==> config.mk <==
export PLATFORM = sky130hd
export DESIGN_NAME = mul_8bit_seq
export DESIGN_NICKNAME = d
export VERILOG_FILES = /design/src/rtl/mul_8bit_seq_pkg.sv /design/src/rtl/mul_8bit_seq_mul_4bit.sv /design/src/rtl/mul_8bit_seq.sv
export SDC_FILE = /design/constraint.sdc
export NUM_CORES = 1
export LEC_CHECK = 0
export ABC_CLOCK_PERIOD_IN_PS = 12800
export BUFFER_PORTS_ARGS = -buffer_cell sky130_fd_sc_hd__buf_2
export CAP_MARGIN = 20
export CORE_MARGIN = 2
export CORE_UTILIZATION = 45
export DETAILED_ROUTE_END_ITERATION = 6
export GPL_TIMING_DRIVEN = 0
export SETUP_SLACK_MARGIN = 0.05
export SYNTH_ARGS = -nofsm -noshare
export SYNTH_HDL_FRONTEND = slang
export SYNTH_SLANG_ARGS = --single-unit
export TNS_END_PERCENT = 20
==> constraint.sdc <==
create_clock -name clk_i -period 12.8 [get_ports clk_i]
set_input_delay 1.92 -clock clk_i [delete_from_list [all_inputs] [get_ports clk_i]]
set_output_delay 1.92 -clock clk_i [all_outputs]
set_load 0.05 [all_outputs]
==> src/rtl/mul_8bit_seq_pkg.sv <==
// Shared definitions for the sequential 8x8 multiplier: FSM state encoding,
// the order in which nibble pairs are multiplied, and the weight of each step.
package mul_8bit_seq_pkg;

    // Operand and product widths are fixed by the datapath.
    localparam int OPERAND_W = 8;
    localparam int NIBBLE_W  = 4;
    localparam int PARTIAL_W = 8;
    localparam int PRODUCT_W = 16;

    // Controller states.
    // IDLE waits for an operand pair.
    // MUL runs the four partial-product steps.
    // DONE holds the finished product for the consumer.
    typedef enum logic [1:0] {
        IDLE = 2'd0,
        MUL  = 2'd1,
        DONE = 2'd2
    } mul_state_e;

    // Step numbering.
    // L = low nibble, H = high nibble.
    // The first letter names the nibble of operand a, the second the nibble of operand b.
    localparam logic [1:0] STEP_LL = 2'd0;
    localparam logic [1:0] STEP_LH = 2'd1;
    localparam logic [1:0] STEP_HL = 2'd2;
    localparam logic [1:0] STEP_HH = 2'd3;

    // The last step of the sequence. The controller leaves MUL after it.
    localparam logic [1:0] STEP_LAST = STEP_HH;

    // Left shift that gives each partial product its weight in the result.
    localparam logic [3:0] SHIFT_LL = 4'd0;
    localparam logic [3:0] SHIFT_LH = 4'd4;
    localparam logic [3:0] SHIFT_HL = 4'd4;
    localparam logic [3:0] SHIFT_HH = 4'd8;

    // Map a step number to its shift amount.
    function automatic logic [3:0] stepShift(input logic [1:0] step);
        logic [3:0] shiftAmt;
        case (step)
            STEP_LL: shiftAmt = SHIFT_LL;
            STEP_LH: shiftAmt = SHIFT_LH;
            STEP_HL: shiftAmt = SHIFT_HL;
            default: shiftAmt = SHIFT_HH;
        endcase
        return shiftAmt;
    endfunction

endpackage

==> src/rtl/mul_8bit_seq_mul_4bit.sv <==
// Combinational 4x4 unsigned multiplier.
// It is the only multiply resource in the sequential multiplier and is reused on every step.
module mul_4bit
    import mul_8bit_seq_pkg::*;
(
    input  logic [NIBBLE_W-1:0]  a_i,
    input  logic [NIBBLE_W-1:0]  b_i,
    output logic [PARTIAL_W-1:0] product_o
);

    // A 4x4 product always fits in 8 bits, so no bits are lost.
    always_comb begin
        product_o = PARTIAL_W'(a_i) * PARTIAL_W'(b_i);
    end

endmodule

==> src/rtl/mul_8bit_seq.sv <==
// Sequential 8x8 unsigned multiplier.
// One 4x4 multiplier is reused over four steps.
// Each step adds one shifted nibble product into a 16-bit accumulator.
// The result is held in DONE until the consumer takes it.
module mul_8bit_seq
    import mul_8bit_seq_pkg::*;
(
    input  logic                 clk_i,
    input  logic                 rst_ni,
    input  logic                 start_valid_i,
    output logic                 ready_o,
    input  logic [OPERAND_W-1:0] operand_a_i,
    input  logic [OPERAND_W-1:0] operand_b_i,
    input  logic                 clear_i,
    output logic [PRODUCT_W-1:0] result_o,
    output logic                 result_valid_o,
    input  logic                 result_ready_i,
    output logic                 busy_o
);

    // Controller state.
    mul_state_e state_q;
    mul_state_e state_d;

    // Operand registers.
    // They are loaded on accept and stay fixed for the whole operation.
    logic [OPERAND_W-1:0] opA_q;
    logic [OPERAND_W-1:0] opA_d;
    logic [OPERAND_W-1:0] opB_q;
    logic [OPERAND_W-1:0] opB_d;

    // Running sum of the shifted partial products.
    logic [PRODUCT_W-1:0] accum_q;
    logic [PRODUCT_W-1:0] accum_d;

    // Step counter. It selects the nibble pair and the shift.
    logic [1:0] step_q;
    logic [1:0] step_d;

    // Datapath between the nibble mux, the multiplier and the accumulator.
    logic [NIBBLE_W-1:0]  nibbleA;
    logic [NIBBLE_W-1:0]  nibbleB;
    logic [PARTIAL_W-1:0] partial;
    logic [PRODUCT_W-1:0] partialAligned;
    logic                 accept;

    // Handshake on the request side. A request is taken only while idle.
    assign accept = start_valid_i && (state_q == IDLE);

    // Pick the nibble pair that the current step multiplies.
    always_comb begin
        nibbleA = opA_q[3:0];
        nibbleB = opB_q[3:0];
        case (step_q)
            STEP_LL: begin
                nibbleA = opA_q[3:0];
                nibbleB = opB_q[3:0];
            end
            STEP_LH: begin
                nibbleA = opA_q[3:0];
                nibbleB = opB_q[7:4];
            end
            STEP_HL: begin
                nibbleA = opA_q[7:4];
                nibbleB = opB_q[3:0];
            end
            default: begin
                nibbleA = opA_q[7:4];
                nibbleB = opB_q[7:4];
            end
        endcase
    end

    // The single shared 4x4 multiplier.
    mul_4bit u_mul_4bit (
        .a_i       (nibbleA),
        .b_i       (nibbleB),
        .product_o (partial)
    );

    // Zero-extend the partial product and shift it to the weight of the current step.
    always_comb begin
        partialAligned = {8'h00, partial} << stepShift(step_q);
    end

    // Next-state logic for the controller and the datapath registers.
    // A clear wins over everything else, including a same-cycle accept or result handoff.
    always_comb begin
        state_d = state_q;
        opA_d   = opA_q;
        opB_d   = opB_q;
        accum_d = accum_q;
        step_d  = step_q;

        if (clear_i) begin
            state_d = IDLE;
            accum_d = '0;
            step_d  = '0;
        end else begin
            case (state_q)
                IDLE: begin
                    if (accept) begin
                        opA_d   = operand_a_i;
                        opB_d   = operand_b_i;
                        accum_d = '0;
                        step_d  = '0;
                        state_d = MUL;
                    end
                end
                MUL: begin
                    // The carry-out is dropped. An 8x8 product never exceeds 16 bits.
                    accum_d = accum_q + partialAligned;
                    if (step_q == STEP_LAST) begin
                        step_d  = '0;
                        state_d = DONE;
                    end else begin
                        step_d = step_q + 2'd1;
                    end
                end
                DONE: begin
                    if (result_ready_i) begin
                        state_d = IDLE;
                    end
                end
                default: begin
                    state_d = IDLE;
                    accum_d = '0;
                    step_d  = '0;
                end
            endcase
        end
    end

    // State and datapath registers.
    // Reset discards any operation in flight.
    always_ff @(posedge clk_i or negedge rst_ni) begin
        if (!rst_ni) begin
            state_q <= IDLE;
            opA_q   <= '0;
            opB_q   <= '0;
            accum_q <= '0;
            step_q  <= '0;
        end else begin
            state_q <= state_d;
            opA_q   <= opA_d;
            opB_q   <= opB_d;
            accum_q <= accum_d;
            step_q  <= step_d;
        end
    end

    // Outputs are decoded directly from the registered state.
    // result_o always shows the accumulator, so it is predictable outside DONE too.
    assign ready_o        = (state_q == IDLE);
    assign busy_o         = (state_q == MUL);
    assign result_valid_o = (state_q == DONE);
    assign result_o       = accum_q;

endmodule

==> impl_metrics.env <==
export IMPL_first_pass_grt_wire_length_um=11300
export IMPL_period_utilisation_layout_pct=46.9
export IMPL_synth_top_flop_cell="dfrtp_1"
export IMPL_fin_tns_setup_ps=0
export IMPL_first_iter_violations=146
export IMPL_route_detailed_vias_per_inst=5.51
export IMPL_core_area_mm2=0.00635
export IMPL_number_of_enable_type_register_cells_in_the_synthesized_netlist=0
export IMPL_top_ports=40
export IMPL_fp_row_count=29
export IMPL_root_buffer_master="clkbuf_8"
export IMPL_fillers=585
export IMPL_die_area_mm2=0.00722
export IMPL_number_of_global_route_vias_before_repair=2295
export IMPL_grt_start_max_net_pins=37
export IMPL_run_status="complete, no violations"
export IMPL_max_freq_mhz=167
export IMPL_worst_clock_skew_ps=10.5
export IMPL_leakagePower_nw=1.64
export IMPL_synth_warning_count=0
export IMPL_timing_critical_path_to_type="flop"
export IMPL_clk_pin_slew_worst_paths_ps=80
export IMPL_multi_input_comb_area_mm2=0.00196
export IMPL_ff2ff_setup_slack_ps=6800
export IMPL_rsz0062_at_grt="no"
export IMPL_timing_critical_path_arrival_ps=6170
export IMPL_effective_utilization_at_floorplan_pct=46.5
export IMPL_critical_path_reg2reg_endpoint="result_o[15]$_DFFE_PN0P_"
export IMPL_grt_antenna_before_repair=0
export IMPL_hold_path_startpoint="opB_q[4]$_DFFE_PN0P_"
export IMPL_dr_pass1_iters=4
export IMPL_regToRegStartpoint="step_q[0]$_DFFE_PN0P_"
export IMPL_power_density_mw_per_mm2=185
export IMPL_grt_overflow_total=0
export IMPL_cts_sinks=36
export IMPL_h_tree_level_count=2
export IMPL_holdBufCountCts=0
export IMPL_grt_usage_pct=19.6
export IMPL_register_to_register_path_depth=22
export IMPL_netlist_cell_type_count=53
export IMPL_routability_driven_placement_congestion_ratio=0.853
export IMPL_setup_viol_count_final=0
export IMPL_detailed_placement_hpwl_um=5040
export IMPL_antenna_cells=0
export IMPL_synth_async_sr_flop_share_pct=100
export IMPL_hold_end="opB_q[4]$_DFFE_PN0P_"
export IMPL_tightestPinTransition_ps=821
export IMPL_numPortBuffers=39
export IMPL_timing_critical_path_from_type="flop"
export IMPL_routedWlPerCell_um=15.1
export IMPL_net_count_of_the_mapped_netlist=366
export IMPL_height_of_the_chip_um=85.0
export IMPL_category_of_the_critical_setup_timing_path="flop to flop"
export IMPL_clock_latency_ps=300
export IMPL_post_synth_cell_area_avg_um2=9.55
export IMPL_synth_area_mm2=0.00295
export IMPL_worst_path_max_fanout=8
export IMPL_final_slew_violations=0
export IMPL_seq_area_frac_synth_pct=30.5
export IMPL_worstPathRequired_ps=12970
export IMPL_clock_path_buffers=2
export IMPL_maxCapViolations=0
export IMPL_register_bit_total_from_synthesis=36
export IMPL_via_count=2385
export IMPL_final_hold_viol_count=0
export IMPL_cell_area_after_layout_mm2=0.00335
export IMPL_fin_nets=412
export IMPL_cts_buffers=5
export IMPL_period_minus_slack_ps=6000
export IMPL_holdCritPathClass="flop to flop"
export IMPL_die_width_um=85.0
export IMPL_area_growth_syn_to_layout_pct=13.7
export IMPL_post_cts_resized=0
export IMPL_antenna_violating_nets_post_route=0
export IMPL_tritoncts="yes"
export IMPL_layoutNonFillerInstCount=433
export IMPL_drcViolationCount=0
export IMPL_vdd_ir_drop_worst_mv=0.133
export IMPL_syn_inst=309
export IMPL_slew_headroom_pct=45.2
export IMPL_placed_cells=425
export IMPL_placement_cell_area_mm2=0.00324
export IMPL_post_cts_setup_buffer_count=0
export IMPL_seqCellArea_um2=901
export IMPL_layout_drive_gt1_share_pct=22.8
export IMPL_holdPathStages=1
export IMPL_routed_wl_um=6540
[layer usage]
layer | vias to the layer above | wire (µm) | GRT usage [%]
met5 | - | 0 | 0
met4 | 0 | 65 | 4.33
met3 | 6 | 294 | 3.60
met2 | 42 | 2890 | 29.8
met1 | 1130 | 3280 | 29.2
li1 | 1207 | - | -
[cell families (layout without fill, tap and decap cells)]
family | Yosys count | after routing | synth area share [%]
flip-flops | 36 | 36 | 30.5
AND/OR/NAND/NOR | 99 | 99 | 17.9
XOR/XNOR | 16 | 16 | 4.75
buffers and inverters | 22 | 69 | 3.10
multiplexers | 31 | 31 | 11.7
AO/OA/AOI/OAI | 69 | 69 | 15.4
adder cells (fa/ha/maj) | 36 | 36 | 16.5
[cells in the final DEF, fill, tap and decap left out, types with 2 or more instances in the layout]
master / instances
mux2_2: 18
or3_1: 2
xnor2_1: 10
o22ai_1: 4
or2_2: 3
nor3_1: 5
nand2b_1: 4
nand2_1: 20
nor3b_2: 2
clkbuf_8: 5
dfrtp_1: 36
a22o_1: 5
inv_1: 12
nor3b_1: 5
a31oi_1: 2
nand3b_1: 2
a21oi_1: 14
nor2_1: 26
o211ai_1: 3
o21ai_0: 17
and2_1: 4
nand4_1: 3
o21bai_1: 2
buf_2: 43
fa_1: 5
mux2i_1: 12
ha_1: 31
clkbuf_1: 4
a21o_1: 8
nor2b_1: 8
o21a_1: 2
and3_1: 4
nand3_1: 5
xor2_1: 6
o31ai_1: 2
[flip-flops by register name, indices dropped and copies added, names as in the netlist]
name	flops
opA_q	8
opB_q	8
result_o	16
state_q	2
step_q	2
[final cells by class]
cell class	instances	share of cell area [%]
Buffer	10	1.38
Timing Repair Buffer	39	5.82
Tap cell	77	2.87
Inverter	12	1.34
Multi-Input combinational cell	251	58.4
Clock inverter	3	1.27
Sequential cell	36	26.9
Clock buffer	5	2.05
[synthesized netlist by cell type, drive strengths merged (6+ instances only)]
master   n  area [µm²]
nor2    26        97.6
a21o     8        60.1
inv     12        45.0
xor2     6        52.6
ha      31         388
mux2i   13         143
o21ai   18        90.1
nand2   20        75.1
nor2b    8        50.1
mux2    18         203
buf      6        31.3
nor3     6        35.0
nor3b    7        62.6
a21oi   14        70.1
dfrtp   36         901
xnor2   10        87.6
[how the worst max path moves through the flow]
stage,from,cells after the start,to
6_report,step_q[0]$_DFFE_PN0P_,22,result_o[15]$_DFFE_PN0P_
5_1_grt,step_q[0]$_DFFE_PN0P_,22,result_o[15]$_DFFE_PN0P_
4_1_cts,step_q[0]$_DFFE_PN0P_,22,result_o[15]$_DFFE_PN0P_
3_5_place_dp,step_q[0]$_DFFE_PN0P_,22,result_o[15]$_DFFE_PN0P_
3_3_place_gp,step_q[0]$_DFFE_PN0P_,22,result_o[15]$_DFFE_PN0P_
2_1_floorplan,step_q[0]$_DFFE_PN0P_,22,result_o[15]$_DFFE_PN0P_
[power by group]
group	total [W]	internal (W)	leakage, nW	switching (W)
Clock	0.000106	0.0000577	0.0541	0.0000481
Combinational	0.000368	0.000143	1.12	0.000224
Sequential	0.000147	0.000134	0.463	0.0000135
[worst max-delay path, cell delays in order, from the launching register on]
cell     delay (ps)
dfrtp_1         440
inv_1            90
ha_1            200
nor2_1          400
mux2i_1         250
or2_2           360
fa_1            550
inv_1            60
fa_1            500
ha_1            300
a21o_1          200
a221o_1         350
nor2_1          140
xor2_1          220
mux2_2          180
nor2_1           50
ha_1            310
o21ai_0          80
nor2_1          400
a41oi_1         190
and4_1          250
nor4_2          240
o31ai_1         100
[metrics by stage]
stage,power [W],hold slack (ps),worst slack [ps],utilization (%)
after floorplan,0.000434,480,7500,-
final,0.000621,510,6800,52.8
after global placement,0.000512,491,6840,51.1
after global routing,0.000678,524,6370,52.8
after detailed placement,0.000516,494,6850,51.1
after CTS,0.000623,514,6800,52.8
Note: power is estimated with default switching activity, not from simulation.
